[src/rtl/video_capture.sv]
// Frame grabber on the pixel clock: decimates one RGB444 frame 2:1 in x and y,
// packs two pixels per 32-bit word and streams them to a capture memory.
module video_capture #(
  parameter int H_ACTIVE   = 704,
  parameter int V_ACTIVE   = 480,
  parameter int ADDR_W     = 16,
  parameter int FIFO_DEPTH = 4
) (
  input  logic              clk,
  input  logic              reset_n,
  input  logic              start,
  input  logic              abort,
  input  logic [3:0]        video_r,
  input  logic [3:0]        video_g,
  input  logic [3:0]        video_b,
  input  logic              video_de,
  input  logic              video_hsync,
  input  logic              video_vsync,
  input  logic              video_newframe,
  output logic              busy,
  output logic              done,
  output logic              err_overflow,
  output logic              err_geom,
  output logic [ADDR_W-1:0] words_written,
  output logic              wr_valid,
  input  logic              wr_ready,
  output logic [ADDR_W-1:0] wr_addr,
  output logic [31:0]       wr_data
);

  localparam logic [2:0] ST_IDLE    = 3'd0;
  localparam logic [2:0] ST_ARMED   = 3'd1;
  localparam logic [2:0] ST_CAPTURE = 3'd2;
  localparam logic [2:0] ST_DRAIN   = 3'd3;
  localparam logic [2:0] ST_DONE    = 3'd4;

  localparam int PTR_W = (FIFO_DEPTH > 1) ? $clog2(FIFO_DEPTH) : 1;
  localparam int CNT_W = PTR_W + 1;
  localparam int PX_W  = $clog2(H_ACTIVE + 2) + 1;
  localparam int LN_W  = $clog2(V_ACTIVE + 1);
  localparam int ENT_W = ADDR_W + 32;

  logic [2:0]        state_q, state_d;
  logic              de_q;
  logic [PX_W-1:0]   px_q, px_d;
  logic [LN_W-1:0]   ln_q, ln_d;
  logic              half_q, half_d;
  logic [11:0]       pack_q, pack_d;
  logic [ADDR_W-1:0] addr_q, addr_d;
  logic              ovf_q, ovf_d;
  logic              geom_q, geom_d;
  logic [ADDR_W-1:0] words_q, words_d;

  logic [ENT_W-1:0]  fifo_mem [FIFO_DEPTH];
  logic [PTR_W-1:0]  wr_ptr_q, rd_ptr_q;
  logic [CNT_W-1:0]  cnt_q;
  logic              wr_valid_q;
  logic [ADDR_W-1:0] wr_addr_q;
  logic [31:0]       wr_data_q;

  logic              de_rise, de_fall, last_line, fifo_full;
  logic              push, push_ok, pop;
  logic [PX_W-1:0]   pix_idx;
  logic [11:0]       pixel;
  logic [31:0]       push_word;
  logic              unused_sync;

  assign unused_sync = video_hsync ^ video_vsync;
  assign pixel       = {video_r, video_g, video_b};
  assign de_rise     = video_de & ~de_q;
  assign de_fall     = ~video_de & de_q;
  assign pix_idx     = de_rise ? '0 : px_q;
  assign last_line   = (ln_q == LN_W'(V_ACTIVE - 1));
  assign fifo_full   = (cnt_q == CNT_W'(FIFO_DEPTH));
  assign pop         = (cnt_q != '0) && (!wr_valid_q || wr_ready);
  assign push_ok     = push && !fifo_full;

  // NOTE: every signal written here gets a default first, so no latch can be inferred.
  always_comb begin
    state_d   = state_q;
    px_d      = px_q;
    ln_d      = ln_q;
    half_d    = half_q;
    pack_d    = pack_q;
    addr_d    = addr_q;
    ovf_d     = ovf_q;
    geom_d    = geom_q;
    push      = 1'b0;
    push_word = '0;
    words_d   = (wr_valid_q && wr_ready) ? words_q + ADDR_W'(1) : words_q;

    if (abort) begin
      state_d = ST_IDLE;
    end else begin
      case (state_q)
        ST_IDLE: begin
          if (start) begin
            state_d = ST_ARMED;
            px_d    = '0;
            ln_d    = '0;
            half_d  = 1'b0;
            pack_d  = '0;
            addr_d  = '0;
            ovf_d   = 1'b0;
            geom_d  = 1'b0;
            words_d = '0;
          end
        end
        ST_ARMED: begin
          if (video_newframe) state_d = ST_CAPTURE;
        end
        ST_CAPTURE: begin
          // A newframe cycle belongs to the next frame, so nothing is sampled in it.
          if (video_de && !video_newframe) begin
            px_d = (&pix_idx) ? pix_idx : pix_idx + PX_W'(1);
            if (!pix_idx[0] && !ln_q[0]) begin
              if (half_q) begin
                push      = 1'b1;
                push_word = {4'h0, pixel, 4'h0, pack_q};
                half_d    = 1'b0;
              end else begin
                pack_d = pixel;
                half_d = 1'b1;
              end
            end
          end
          if (de_fall) begin
            ln_d = ln_q + LN_W'(1);
            if (px_q != PX_W'(H_ACTIVE)) geom_d = 1'b1;
            if (half_q) begin
              push      = 1'b1;
              push_word = {20'h0, pack_q};
            end
            half_d = 1'b0;
            if (last_line) state_d = ST_DRAIN;
          end
          if (video_newframe && !(de_fall && last_line)) begin
            geom_d  = 1'b1;
            state_d = ST_DRAIN;
          end
        end
        ST_DRAIN: begin
          if (cnt_q == '0 && !wr_valid_q) state_d = ST_DONE;
        end
        ST_DONE:  state_d = ST_IDLE;
        default:  state_d = ST_IDLE;
      endcase

      // Dropped words still consume an address so later data lands in place.
      if (push) begin
        addr_d = addr_q + ADDR_W'(1);
        if (fifo_full) ovf_d = 1'b1;
      end
    end
  end

  always_ff @(posedge clk or negedge reset_n) begin
    if (!reset_n) begin
      state_q <= ST_IDLE;
      de_q    <= 1'b0;
      px_q    <= '0;
      ln_q    <= '0;
      half_q  <= 1'b0;
      pack_q  <= '0;
      addr_q  <= '0;
      ovf_q   <= 1'b0;
      geom_q  <= 1'b0;
      words_q <= '0;
    end else begin
      state_q <= state_d;
      de_q    <= video_de;
      px_q    <= px_d;
      ln_q    <= ln_d;
      half_q  <= half_d;
      pack_q  <= pack_d;
      addr_q  <= addr_d;
      ovf_q   <= ovf_d;
      geom_q  <= geom_d;
      words_q <= words_d;
    end
  end

  always_ff @(posedge clk or negedge reset_n) begin
    if (!reset_n) begin
      wr_ptr_q   <= '0;
      rd_ptr_q   <= '0;
      cnt_q      <= '0;
      wr_valid_q <= 1'b0;
      wr_addr_q  <= '0;
      wr_data_q  <= '0;
    end else if (abort) begin
      wr_ptr_q   <= '0;
      rd_ptr_q   <= '0;
      cnt_q      <= '0;
      wr_valid_q <= 1'b0;
    end else begin
      if (push_ok) wr_ptr_q <= wr_ptr_q + PTR_W'(1);
      if (pop) begin
        rd_ptr_q                 <= rd_ptr_q + PTR_W'(1);
        wr_valid_q               <= 1'b1;
        {wr_addr_q, wr_data_q}   <= fifo_mem[rd_ptr_q];
      end else if (wr_ready) begin
        wr_valid_q <= 1'b0;
      end
      cnt_q <= cnt_q + CNT_W'(push_ok) - CNT_W'(pop);
    end
  end

  // NOTE: the storage array has no reset; an entry is only read after it was written.
  always_ff @(posedge clk) begin
    if (push_ok) fifo_mem[wr_ptr_q] <= {addr_q, push_word};
  end

  assign busy          = (state_q == ST_ARMED) || (state_q == ST_CAPTURE) || (state_q == ST_DRAIN);
  assign done          = (state_q == ST_DONE);
  assign err_overflow  = ovf_q;
  assign err_geom      = geom_q;
  assign words_written = words_q;
  assign wr_valid      = wr_valid_q;
  assign wr_addr       = wr_addr_q;
  assign wr_data       = wr_data_q;

endmodule

[config.mk]
export PLATFORM = sky130hd
export DESIGN_NAME = video_capture
export DESIGN_NICKNAME = d
export VERILOG_FILES = /design/src/rtl/video_capture.sv
export SDC_FILE = /design/constraint.sdc
export NUM_CORES = 1
export LEC_CHECK = 0
export BUFFER_PORTS_ARGS = -buffer_cell sky130_fd_sc_hd__buf_4
export CAP_MARGIN = 30
export CORE_MARGIN = 2
export CORE_UTILIZATION = 55
export CTS_CLUSTER_SIZE = 30
export DETAILED_ROUTE_END_ITERATION = 10
export PLACE_DENSITY = 0.81
export SLEW_MARGIN = 40
export SYNTH_ARGS = -nofsm -noshare
export SYNTH_HDL_FRONTEND = slang
export SYNTH_SLANG_ARGS = --single-unit
[constraint.sdc]
create_clock -name clk -period 4.2 [get_ports clk]
set_input_delay 0.63 -clock clk [delete_from_list [all_inputs] [get_ports clk]]
set_output_delay 0.63 -clock clk [all_outputs]
set_load 0.05 [all_outputs]
==> impl_results.rst, run 1 <==
.. list-table::
   :header-rows: 1

   * - Metric
     - Value
   * - Total I/O pin count
     - 90
   * - Antenna Violating Nets Remaining
     - 0
   * - H-tree depth reported by CTS
     - 1
   * - Area of the die
     - ~0.022 mm^2
   * - Hold Slack
     - 0.136 ns
   * - Share of the yosys chip area belonging to registers
     - 67.3%
   * - Number of setup violations in the final report
     - 0
   * - Synth Area per Inst
     - 15.3 um^2
   * - DRT Pass-1 Iters
     - 5
   * - Synthesized instance count
     - 757
   * - Clock latency at the later pin of the worst-skew pair
     - 0.54 ns
   * - Most common cell after layout, fill and taps aside
     - edfxtp_1
   * - Number of gates given a new drive strength after cts
     - 0
   * - Row cnt
     - 53
   * - NumNets Final
     - roughly 900
   * - Number of I/O port buffers
     - roughly 80
   * - Largest net degree at the start of global routing
     - 78
   * - Critical path arrival
     - 3.60 ns
   * - Highest-count cells in the layout ignoring fill and taps
     - 160 x edfxtp_1, 118 x dfrtp_1, 90 x buf_4
   * - Vias in the first global route
     - 6786
   * - P per Cell Area
     - 591 mW/mm^2
   * - Fraction of registers with async set/reset
     - 42.7%
   * - Buffers inserted by post-CTS timing repair
     - 0
   * - Overall overflow remaining after global route
     - 0
   * - Final Hold Violating Endpoints
     - 0
   * - Clk sinks
     - 279
   * - Worst reg2reg path depth
     - 11
   * - Root Driver
     - clkbuf_16
   * - Worst relative slew slack
     - 44.4%
   * - TritonCTS clock tree
     - yes
   * - Horizontal die dimension
     - 149 um
   * - Drt drc
     - 0
   * - Maximum fanout count along the critical path
     - 13
   * - Element type at the critical path end
     - flip-flop
   * - Number of violations reported at the end of detailed-routing iteration 0
     - 496
   * - Peak Freq
     - approximately 0.31 GHz
   * - Layout overhead on the synthesized area
     - 16.4%
   * - Number of synthesis warnings
     - 0
   * - Worst-margin pin slew
     - roughly 0.83 ns
   * - Unrepaired setup endpoints after global routing
     - no
   * - Worst reg2reg setup slack
     - 1.02 ns
   * - Final weighted congestion of routability-driven global placement
     - 0.837
   * - Number of distinct library cells after synthesis
     - 58
   * - Detailed placement HPWL
     - 13900 um
   * - Final min period
     - around 3.2 ns
   * - Cell area after technology mapping
     - 0.0116 mm^2
   * - Sequential share of power
     - 41.9%
   * - Buffer levels on the longest clock path
     - 3
   * - Vias/cell
     - 5.83
   * - Class of the worst hold path
     - in2async
   * - Initial antenna violation count
     - 0
   * - Final core area utilization
     - 64.6%
   * - Setup CP Type
     - reg2reg
   * - Number of hold buffers added after cts
     - 0
   * - Number of synthesized flops with an enable pin
     - between 150 and 200
   * - Static Leak
     - ~5.0 nW
   * - Part of the power in combinational logic
     - a little over a quarter
   * - Placed cell count
     - 1097
   * - Status
     - finished clean
   * - Count of vias placed by the detailed router
     - about 6700
   * - Routed wire length
     - 22500 um
   * - Number of pins exceeding their max-slew limit in the final report
     - 0
   * - Reg2reg start
     - state_q[1]$_DFFE_PN0P_
   * - Wire length per cell
     - between 15 and 20 um
   * - Inserted Diodes
     - 0
   * - Net Switching
     - 2.47 mW
   * - Switching part of the total power
     - 31.1%
   * - Internal Dissipation
     - 5.47 mW
   * - Crit start category
     - flip-flop
   * - Height of the chip
     - 149 um
   * - Number of non-filler instances in the completed layout
     - roughly 1100
   * - Initial standard-cell utilization of the core
     - 55.5%
   * - Total of max-cap violations
     - 0
   * - Maximum clock skew at final layout
     - 0.0194 ns
   * - Share of final-layout standard cells stronger than drive strength 1
     - 28.0%
   * - First-pass GRT wire length
     - 36100 um
   * - Clock-pin slew on the worst setup and hold paths
     - approximately 0.060 ns
   * - Area inside the core boundary
     - 0.0208 mm^2
   * - Data required time of the worst path
     - 4.62 ns
   * - Accumulated negative setup slack
     - 0 ns
   * - Clock share of power
     - 31.4%
   * - Max VDD drop
     - 352 uV
   * - Most used flip-flop cell after synthesis
     - edfxtp_1
   * - GR Util All Layers
     - 21.1%
   * - Destination of the worst register-to-register timing path
     - cnt_q[2]$_DFF_PN0_
   * - Final Cycle Share
     - 75.8%
   * - Post-synthesis sequential element count
     - 279
   * - Number of clock buffers inserted by TritonCTS
     - 28
## routing by layer
metal | vias up | track usage [%] | part of all wire, %
li1 | 3035 | - | -
met1 | 3387 | 28.8 | 42
met2 | 236 | 35.2 | 50
met3 | 39 | 3.33 | 5.4
met4 | 0 | 6.76 | 2.6
met5 | - | 0 | 0
## sequential cells by signal, summed over array words and instances (netlist names)
name / cells
state_q: 3
err_geom: 1
wr_ptr_q: 2
addr_q: 16
rd_ptr_q: 2
err_overflow: 1
pack_q: 12
de_q: 1
wr_data: 24
half_q: 1
wr_valid: 1
cnt_q: 3
px_q: 11
wr_addr: 16
fifo_mem: 160
ln_q: 9
words_written: 16
## worst max-delay path: stages (launching register included)
cell and delay (ns):
dfrtp_1 0.54, or3b_4 0.46, or3_1 0.54, a21oi_2 0.34
inv_1 0.08, ha_1 0.27, inv_1 0.05, ha_1 0.13
inv_1 0.05, fa_1 0.37, xnor2_1 0.17, nor2_1 0.06
## worst max path at each step
stage                            from                        to  depth (start not counted)
2_1_floorplan                video_de  fifo_mem[0][0]$_DFFE_PP_                          6
3_3_place_gp                 video_de        cnt_q[2]$_DFF_PN0_                         13
3_5_place_dp                 video_de        cnt_q[2]$_DFF_PN0_                         13
4_1_cts        state_q[1]$_DFFE_PN0P_        cnt_q[2]$_DFF_PN0_                         11
5_1_grt        state_q[1]$_DFFE_PN0P_        cnt_q[2]$_DFF_PN0_                         11
6_report       state_q[1]$_DFFE_PN0P_        cnt_q[2]$_DFF_PN0_                         11
## logic make-up (layout without fill, tap and decap cells)
group	after synthesis	after routing	synth area share [%]
AOI/OAI and AO/OA	79	79	4.44
xor gates and xnor gates	24	24	1.82
buffers and inverters	53	163	2.08
muxes	98	98	13.4
and+or+nand+nor	212	212	9.68
other	1	8	0.0324
DFF	279	279	67.3
adders and majority gates	11	11	1.26
## metrics by stage
step           setup WS, ns  power [mW]  cell area [um^2]
2_1_floorplan         0.963        4.91             11600
3_3_place_gp          0.915        5.49             12500
3_5_place_dp          0.851        5.53             12500
4_1_cts                1.02        8.03             13400
5_1_grt               0.815        8.24             13500
6_report               1.02        7.95             13500
## synth_stat cells, types with 4 or more instances
| master | count | area share, % |
|---|---|---|
| nor2b_1 | 6 | 0.32 |
| buf_1 | 7 | 0.23 |
| buf_4 | 8 | 0.52 |
| nand4_1 | 14 | 0.76 |
| clkbuf_1 | 17 | 0.55 |
| o211ai_1 | 9 | 0.58 |
| nand3_1 | 19 | 0.82 |
| or3_1 | 7 | 0.38 |
| a21oi_1 | 21 | 0.91 |
| and3_1 | 6 | 0.32 |
| a31oi_1 | 4 | 0.22 |
| mux2i_1 | 5 | 0.43 |
| and2_1 | 44 | 2.4 |
| nor2_1 | 43 | 1.4 |
| dfrtp_1 | 119 | 26 |
| ha_1 | 10 | 1.1 |
| mux4_2 | 40 | 7.8 |
| inv_1 | 17 | 0.55 |
| nor3_1 | 13 | 0.56 |
| xor2_1 | 15 | 1.1 |
| o31ai_1 | 8 | 0.52 |
| nand2b_1 | 7 | 0.38 |
| or4_1 | 5 | 0.32 |
| mux2_2 | 53 | 5.2 |
| nand2_1 | 35 | 1.1 |
| edfxtp_1 | 160 | 42 |
| o21ai_0 | 15 | 0.65 |
| xnor2_1 | 9 | 0.68 |
## power groups by stage
stage,combinational [mW],clock (mW),sequential (mW)
6_report,2.12,2.50,3.33
5_1_grt,2.24,2.64,3.37
4_1_cts,2.15,2.54,3.34
3_5_place_dp,2.14,0,3.39
3_3_place_gp,2.11,0,3.38
2_1_floorplan,0.933,0,3.98
## area by class of cell
| class | instances | area (um^2) |
|---|---|---|
| Clock buffer | 39 | 783 |
| Clock inverter | 13 | 148 |
| Fill cell | 1463 | 7370 |
| Inverter | 17 | 63.8 |
| Multi-Input combinational cell | 432 | 3580 |
| Sequential cell | 279 | 7790 |
| Tap cell | 275 | 344 |
| Timing Repair Buffer | 94 | 749 |
Note: power is estimated with default switching activity, not from simulation.
==> run 2, diff against run 1 <==
--- a/config.mk
+++ b/config.mk
@@ -5,6 +5,7 @@
 export SDC_FILE = /design/constraint.sdc
 export NUM_CORES = 1
 export LEC_CHECK = 0
+export ABC_AREA = 1
 export BUFFER_PORTS_ARGS = -buffer_cell sky130_fd_sc_hd__buf_4
 export CAP_MARGIN = 30
 export CORE_MARGIN = 2
==> constraint.sdc (replaced) <==
create_clock -name clk -period 2.95 [get_ports clk]
set_input_delay 0.4425 -clock clk [delete_from_list [all_inputs] [get_ports clk]]
set_output_delay 0.4425 -clock clk [all_outputs]
set_load 0.05 [all_outputs]
==> run 2 against run 1 <==
Worst setup slack worse by 0.68 ns; the run now ends with negative hold slack left; cell area up 4.5%; global-route usage is 1.6 points higher; die area rose by 4.8%; largest power group unchanged; critical path type unchanged; clock skew decreased by 0.011 ns; wire length up 17%; sequential cell count is the same.
==> impl_results.rst, run 2 <==
.. list-table::
   :header-rows: 1

   * - Metric
     - Value
   * - Root Driver
     - clkbuf_16
   * - Number of setup violations in the final report
     - 0 (unchanged)
   * - P per Cell Area
     - 908 mW/mm^2 (+54%)
   * - End of the critical path
     - cnt_q[2]$_DFF_PN0_
   * - Peak Freq
     - 0.383 GHz (+22%)
   * - GR Util All Layers
     - 22.7% (+1.6 points)
   * - Area share of the leading cell type in the synthesized netlist
     - 39.6% (-2.0 points)
   * - Worst reg2reg path depth
     - 13 (+2)
   * - Initial antenna violation count
     - 0 (unchanged)
   * - H-tree depth reported by CTS
     - 1 (unchanged)
   * - Top cell family by delay on the critical path
     - adder cells
   * - TritonCTS clock tree
     - yes
   * - Most common cell on crit path
     - inv_1
   * - Class of the worst hold path
     - in2async
   * - Status
     - finished, violations left
   * - Number of buffers and inverters on the critical path
     - 3 (unchanged)
   * - Placed cell count
     - 1462 (+33%)
   * - Number of non-filler instances in the completed layout
     - 1514 (+32%)
   * - Horizontal die dimension
     - 153 um (+2.4%)
   * - Area inside the core boundary
     - 0.0218 mm^2 (+4.5%)
   * - Data required time of the worst path
     - 3.37 ns (-1.25 ns)
   * - Critical path arrival
     - 3.03 ns (-0.57 ns)
   * - Initial standard-cell utilization of the core
     - 55.8% (+0.25 points)
   * - Reg2reg start
     - state_q[0]$_DFFE_PN0P_
   * - Drt drc
     - 0 (unchanged)
   * - Post-synthesis sequential element count
     - 279 (unchanged)
   * - Final Hold Violating Endpoints
     - 26 (+26)
   * - Total I/O pin count
     - 90 (unchanged)
   * - Detailed placement HPWL
     - 15900 um (+15%)
   * - Fillcell total
     - 1602 (+9.5%)
   * - Count of vias placed by the detailed router
     - 8538 (+27%)
   * - Buffer levels on the longest clock path
     - 3 (unchanged)
   * - Worst reg2reg setup slack
     - 0.34 ns (-0.68 ns)
   * - Final weighted congestion of routability-driven global placement
     - 0.902 (+7.8%)
   * - Clock latency at the later pin of the worst-skew pair
     - 0.53 ns (about the same)
   * - Maximum clock skew at final layout
     - 0.00868 ns (-0.0107 ns)
   * - Violations in the final reports
     - negative hold slack
   * - Overall overflow remaining after global route
     - 0 (unchanged)
   * - Worst relative slew slack
     - 45.1% (+0.68 points)
   * - Routed wire length
     - 26300 um (+17%)
   * - Final Cycle Share
     - 88.5% (+13 points)
   * - Vias/cell
     - 5.64 (-3.2%)
   * - Crit-path cells
     - nor2_4, nand2_4, nor3_2, nand2_1, inv_1, nand2_4, ha_1, inv_1, ha_1, inv_1, fa_1, xor2_1, nor2_1
   * - Max VDD drop
     - 554 uV (+57%)
   * - Static Leak
     - 5.71 nW (+14%)
   * - Number of synthesis warnings
     - 0 (unchanged)
   * - Destination of the worst register-to-register timing path
     - cnt_q[2]$_DFF_PN0_
   * - Antenna Violating Nets Remaining
     - 0 (unchanged)
   * - Most frequent cells after synthesis
     - 176 x nor2_1, 175 x nand2_1, 160 x edfxtp_1
   * - Number of clock buffers inserted by TritonCTS
     - 28 (unchanged)
   * - Crit start category
     - flip-flop
   * - Area of the die
     - 0.0233 mm^2 (+4.8%)
   * - Most used flip-flop cell after synthesis
     - edfxtp_1
   * - Unrepaired setup endpoints after global routing
     - no
   * - DRT Pass-1 Iters
     - 5 (unchanged)
   * - Final min period
     - 2.61 ns (-0.570 ns)
   * - Most common cell after layout, fill and taps aside
     - nand2_1
   * - Number of hold buffers added after cts
     - 0 (unchanged)
   * - Synth Area per Inst
     - 10.8 um^2 (-29%)
   * - Sequential cell area
     - 0.00778 mm^2 (about the same)
   * - Beginning of the critical path
     - state_q[0]$_DFFE_PN0P_
   * - First-pass GRT wire length
     - 42800 um (+19%)
   * - Library cell with the highest instance count after synthesis
     - nor2_1
   * - Height of the chip
     - 153 um (+2.4%)
   * - Multi-input combinational cell area
     - 0.00382 mm^2 (+6.9%)
   * - Vias in the first global route
     - 8590 (+27%)
   * - Largest register FFs
     - 160 (unchanged)
   * - Setup CP Type
     - reg2reg
   * - Cell area after technology mapping
     - 0.0121 mm^2 (+5.0%)
   * - Fraction of registers with async set/reset
     - 42.7% (unchanged)
   * - Synth top area cells
     - edfxtp_1 40%, dfrtp_1 25%, nor2_1 5.4%
   * - Placement Setup Slack
     - 0.132 ns (-0.719 ns)
   * - Number of cells on the critical path
     - 13 (+2)
   * - Maximum fanout count along the critical path
     - 9 (-4)
   * - Highest-count cells in the layout ignoring fill and taps
     - 175 x nand2_1, 171 x nor2_1, 160 x edfxtp_1
   * - Worst-margin pin slew
     - 0.824 ns (-0.00717 ns)
   * - Dominant cell type by area after synthesis
     - edfxtp_1
   * - Hold Slack
     - -0.0217 ns (-0.158 ns)
   * - Synthesized instance count
     - 1125 (+49%)
   * - Inserted Diodes
     - 0 (unchanged)
   * - Share of final-layout standard cells stronger than drive strength 1
     - 18.6% (-9.5 points)
   * - Least setup slack across all paths after layout
     - 0.338 ns (-0.680 ns)
   * - Element type at the critical path end
     - flip-flop
   * - Slowest cell on the critical path
     - dfrtp_1
   * - Clk sinks
     - 279 (unchanged)
   * - Number of violations reported at the end of detailed-routing iteration 0
     - 526 (+6.0%)
   * - Row cnt
     - 54 (+1.9%)
   * - Wire length per cell
     - 17.4 um (-11%)
   * - NumNets Final
     - 1244 (+41%)
   * - Clock-pin slew on the worst setup and hold paths
     - 0.06 ns (about the same)
   * - Number of pins exceeding their max-slew limit in the final report
     - 0 (unchanged)
   * - Biggest register
     - fifo_mem
   * - Share of the yosys chip area belonging to registers
     - 64.1% (-3.2 points)
   * - Number of synthesized flops with an enable pin
     - 160 (unchanged)
   * - Total of max-cap violations
     - 0 (unchanged)
   * - Number of distinct library cells after synthesis
     - 47 (-19%)
   * - Final core area utilization
     - 64.6% (about the same)
   * - Number of I/O port buffers
     - 79 (unchanged)
   * - Largest incremental delay on the critical path
     - 0.44 ns (-0.10 ns)
   * - Largest net degree at the start of global routing
     - 82 (+5.1%)
   * - Layout overhead on the synthesized area
     - 15.9%
run 2: timing repair:
action | 4_1_cts | 5_1_grt
gates resized for setup | 0 | 2
buffers inserted | 0 | 0
endpoints found under the setup margin | 0 | 1
run 2: logic make-up (layout without fill, tap and decap cells):
logic type / Yosys count / in the layout / synth area share [%]
compound gates: 193 / 193 / 9.04
xor+xnor: 12 / 12 / 0.866
fa+ha+maj: 11 / 11 / 1.20
buf+inv: 137 / 239 / 4.95
flops: 279 / 279 / 64.1
mux: 40 / 40 / 3.71
other cells: 1 / 8 / 0.0309
simple gates: 452 / 452 / 16.1
run 2: worst min path at each step:
stage | start | endpoint | slack [ns] | cells past startpoint
after floorplan | reset_n | addr_q[0]$_DFFE_PN0P_ | 0.15 | 0
after global placement | px_q[10]$_DFFE_PN0P_ | px_q[10]$_DFFE_PN0P_ | 0.46 | 2
after detailed placement | err_geom$_DFFE_PN0P_ | err_geom$_DFFE_PN0P_ | 0.47 | 2
after CTS | reset_n | wr_data[21]$_DFFE_PN0P_ | 0.00001 | 1
after global routing | reset_n | wr_data[21]$_DFFE_PN0P_ | 0.03 | 1
final | reset_n | wr_data[21]$_DFFE_PN0P_ | -0.02 | 1
run 2: metal layers:
layer / vias to the layer above / GRT usage [%] / routed length (um)
li1: 4011 / - / -
met1: 4112 / 29.4 / 10700
met2: 340 / 39.3 / 13100
met4: 0 / 8.29 / 846
met5: - / 0 / 0
met3: 75 / 3.30 / 1740
run 2: area by class of cell:
class	count	area share, %
clock buffers	33	5.34
clock inverters	19	1.44
well taps	280	2.49
flip-flops and latches	279	55.4
repair buffers	100	5.78
inverters	87	2.38
multi-input cells	716	27.2
run 2: stage by stage:
step | hold slack (ns) | TNS, ns | power [mW] | instance area (um^2)
after floorplan | 0.147 | -57.80 | 7.99 | 12200
after global placement | 0.458 | 0 | 9.07 | 13100
after detailed placement | 0.467 | 0 | 9.20 | 13100
after CTS | 0.0000111 | 0 | 12.8 | 14000
after global routing | 0.0252 | 0 | 13.4 | 14100
final | -0.0217 | 0 | 12.8 | 14100
run 2: report_power, final:
part           internal (mW)  switching, mW
Combinational           1.38           2.93
Sequential              4.54          0.298
Clock                   2.17           1.45
Total                   8.09           4.67
==> run 3, diff against run 2 <==
--- a/config.mk
+++ b/config.mk
@@ -8,6 +8,7 @@
 export ABC_AREA = 1
 export BUFFER_PORTS_ARGS = -buffer_cell sky130_fd_sc_hd__buf_4
 export CAP_MARGIN = 30
+export CORE_ASPECT_RATIO = 0.5
 export CORE_MARGIN = 2
 export CORE_UTILIZATION = 55
 export CTS_CLUSTER_SIZE = 30
==> run 3 against run 2 <==
Via count shrank 0.30%; worst setup slack gained 0.086 ns; cell area shrank 0.36%; sequential share of layout area grew 0.20 points; total power shrank 0.75%; non-clock buffer count is the same; the flow now finishes without violations; sequential power is essentially flat; wire length grew 0.22%.
==> impl_results.rst, run 3 (same netlist as run 2, synthesis figures left out) <==
.. list-table::
   :header-rows: 1

   * - Metric
     - Value
   * - Static Leak
     - 5.68 nW (-0.53%)
   * - H-tree depth reported by CTS
     - 1 (unchanged)
   * - Hold path endpoint
     - de_q$_DFF_PN0_
   * - Worst reg2reg setup slack
     - 0.42 ns (+0.09 ns)
   * - Clock share of power
     - 27.5% (-0.8 points)
   * - Internal Dissipation
     - 7.95 mW (-1.7%)
   * - Number of pins exceeding their max-slew limit in the final report
     - 0 (unchanged)
   * - Number of I/O port buffers
     - 79 (unchanged)
   * - GR Util All Layers
     - 22.8% (+0.16 points)
   * - Routed wire length
     - 26400 um (+0.22%)
   * - Least setup slack across all paths after layout
     - 0.423 ns (+0.0856 ns)
   * - Placed cell count
     - 1481 (+1.3%)
   * - Net Switching
     - 4.71 mW (+0.86%)
   * - Cells on Worst Hold Path
     - 1
   * - Final min period
     - 2.53 ns (-0.0856 ns)
   * - Number of setup violations in the final report
     - 0 (unchanged)
   * - Count of vias placed by the detailed router
     - 8512 (-0.30%)
   * - P per Cell Area
     - 904 mW/mm^2 (-0.39%)
   * - Worst-margin pin slew
     - 0.835 ns (+0.0106 ns)
   * - Area of the die
     - 0.0233 mm^2 (+0.31%)
   * - Vias/cell
     - 5.57 (-1.2%)
   * - Part of the power in combinational logic
     - 34.3% (+0.6 points)
   * - Unrepaired setup endpoints after global routing
     - no
   * - Highest-count cells in the layout ignoring fill and taps
     - 175 x nand2_1, 171 x nor2_1, 160 x edfxtp_1
   * - Antenna Violating Nets Remaining
     - 0 (unchanged)
   * - Placed standard-cell area
     - 0.0131 mm^2 (+0.23%)
   * - Overall overflow remaining after global route
     - 0 (unchanged)
   * - Total of max-cap violations
     - 0 (unchanged)
   * - Final weighted congestion of routability-driven global placement
     - 0.907 (+0.47%)
   * - Peak Freq
     - 0.396 GHz (+3.4%)
   * - Row cnt
     - 38 (-30%)
   * - Number of violations reported at the end of detailed-routing iteration 0
     - 741 (+41%)
   * - Switching part of the total power
     - 37.2% (+0.59 points)
   * - Reg2reg start
     - state_q[0]$_DFFE_PN0P_
   * - Class of the worst hold path
     - in2reg
   * - Final Total Pwr
     - 12.7 mW (-0.75%)
   * - Placement Setup Slack
     - 0.366 ns (+0.234 ns)
   * - Status
     - finished clean
   * - Fillcell total
     - 1553 (-3.1%)
   * - DRT Pass-1 Iters
     - 5 (unchanged)
   * - Data required time of the worst path
     - 3.37 ns (about the same)
   * - Area inside the core boundary
     - 0.0216 mm^2 (-0.56%)
   * - Max VDD drop
     - 473 uV (-15%)
   * - Number of clock buffers inserted by TritonCTS
     - 25 (-11%)
   * - Wire length per cell
     - 17.3 um (-0.69%)
   * - Setup CP Type
     - reg2reg
   * - Accumulated negative setup slack
     - 0 ns (unchanged)
   * - Clock latency at the later pin of the worst-skew pair
     - 0.53 ns (about the same)
   * - Crit start category
     - flip-flop
   * - NumNets Final
     - 1241 (-0.24%)
   * - Worst reg2reg path depth
     - 13 (unchanged)
   * - Detailed placement HPWL
     - 16100 um (+1.0%)
   * - Inserted Diodes
     - 0 (unchanged)
   * - Element type at the critical path end
     - flip-flop
   * - Vias in the first global route
     - 8479 (-1.3%)
   * - Horizontal die dimension
     - 214 um (+40%)
   * - Clk sinks
     - 279 (unchanged)
   * - TritonCTS clock tree
     - yes
   * - Biggest register
     - fifo_mem
   * - Largest net degree at the start of global routing
     - 82 (unchanged)
   * - Share of final-layout standard cells stronger than drive strength 1
     - 18.3% (-0.24 points)
   * - HP Start
     - video_de
   * - Buffer levels on the longest clock path
     - 3 (unchanged)
   * - Initial antenna violation count
     - 0 (unchanged)
   * - Most common cell after layout, fill and taps aside
     - nand2_1
   * - Layout overhead on the synthesized area
     - 15.4%
   * - Hold Slack
     - 0.0632 ns (+0.0849 ns)
   * - Number of hold buffers added after cts
     - 1 (+1)
   * - Buffers inserted by post-CTS timing repair
     - 0 (unchanged)
   * - Final Hold Violating Endpoints
     - 0 (-100%)
   * - Total I/O pin count
     - 90 (unchanged)
   * - Height of the chip
     - 109 um (-29%)
   * - Maximum fanout count along the critical path
     - 9 (unchanged)
   * - Largest register FFs
     - 160 (unchanged)
   * - Final Instance Area
     - 0.0140 mm^2 (-0.36%)
   * - Drt drc
     - 0 (unchanged)
   * - Clock-pin slew on the worst setup and hold paths
     - 0.06 ns (about the same)
   * - First-pass GRT wire length
     - 42300 um (-1.2%)
   * - Root Driver
     - clkbuf_16
   * - Number of non-filler instances in the completed layout
     - 1528 (+0.92%)
   * - Number of gates given a new drive strength after cts
     - 0 (unchanged)
   * - Critical path arrival
     - 2.94 ns (-0.09 ns)
   * - Final Cycle Share
     - 85.6% (-2.9 points)
   * - Initial standard-cell utilization of the core
     - 56.1% (+0.32 points)
   * - Worst relative slew slack
     - 44.4% (-0.70 points)
   * - Destination of the worst register-to-register timing path
     - cnt_q[2]$_DFF_PN0_
   * - Final core area utilization
     - 64.8% (+0.13 points)
   * - Maximum clock skew at final layout
     - 0.0109 ns (+0.00224 ns)
   * - Sequential share of power
     - 38.2% (+0.3 points)
run 3: final cells by class:
cell class	count	area [um^2]	share of cell area [%]
sequential	279	7780	55.6
clock inverter	17	220	1.57
timing repair buffer	100	828	5.91
tap	300	375	2.68
multi-input combinational	716	3810	27.2
clock buffer	29	651	4.64
inverter	87	335	2.39
run 3: worst max-delay path by stage:
stage	from	endpoint	slack, ns	cells past startpoint
final	state_q[0]$_DFFE_PN0P_	cnt_q[2]$_DFF_PN0_	0.42	13
after global routing	state_q[0]$_DFFE_PN0P_	cnt_q[2]$_DFF_PN0_	0.19	13
after CTS	state_q[0]$_DFFE_PN0P_	cnt_q[2]$_DFF_PN0_	0.42	13
after detailed placement	video_de	cnt_q[2]$_DFF_PN0_	0.37	15
after global placement	video_de	cnt_q[2]$_DFF_PN0_	0.41	15
after floorplan	state_q[0]$_DFFE_PN0P_	fifo_mem[0][0]$_DFFE_PP_	-0.36	7
run 3: routing by layer:
layer,part of all wire (%),up-vias,global-route usage [%]
met5,0,-,0
met4,2.1,0,6.60
met3,6.5,55,4.21
met2,49,311,40.6
met1,42,4137,29.3
li1,-,4009,-
run 3: worst max-delay path, cell delays in order (launching register included):
cell and delay, ns:
dfrtp_1 0.44, nor2_4 0.18, nand2_4 0.11, nor3_1 0.23
nand2_1 0.11, inv_1 0.18, nand2_2 0.08, ha_1 0.28
inv_1 0.06, ha_1 0.13, inv_1 0.05, fa_1 0.37
xor2_1 0.16, nor2_1 0.05
run 3: power groups by stage:
| stage | Clock (mW) | Sequential, mW | Combinational (mW) |
|---|---|---|---|
| final | 3.49 | 4.84 | 4.34 |
| after CTS | 3.51 | 4.84 | 4.36 |
| after detailed placement | 0 | 4.91 | 4.30 |
| after floorplan | 0 | 5.94 | 2.05 |
| after global routing | 3.68 | 4.89 | 4.65 |
| after global placement | 0 | 4.89 | 4.18 |
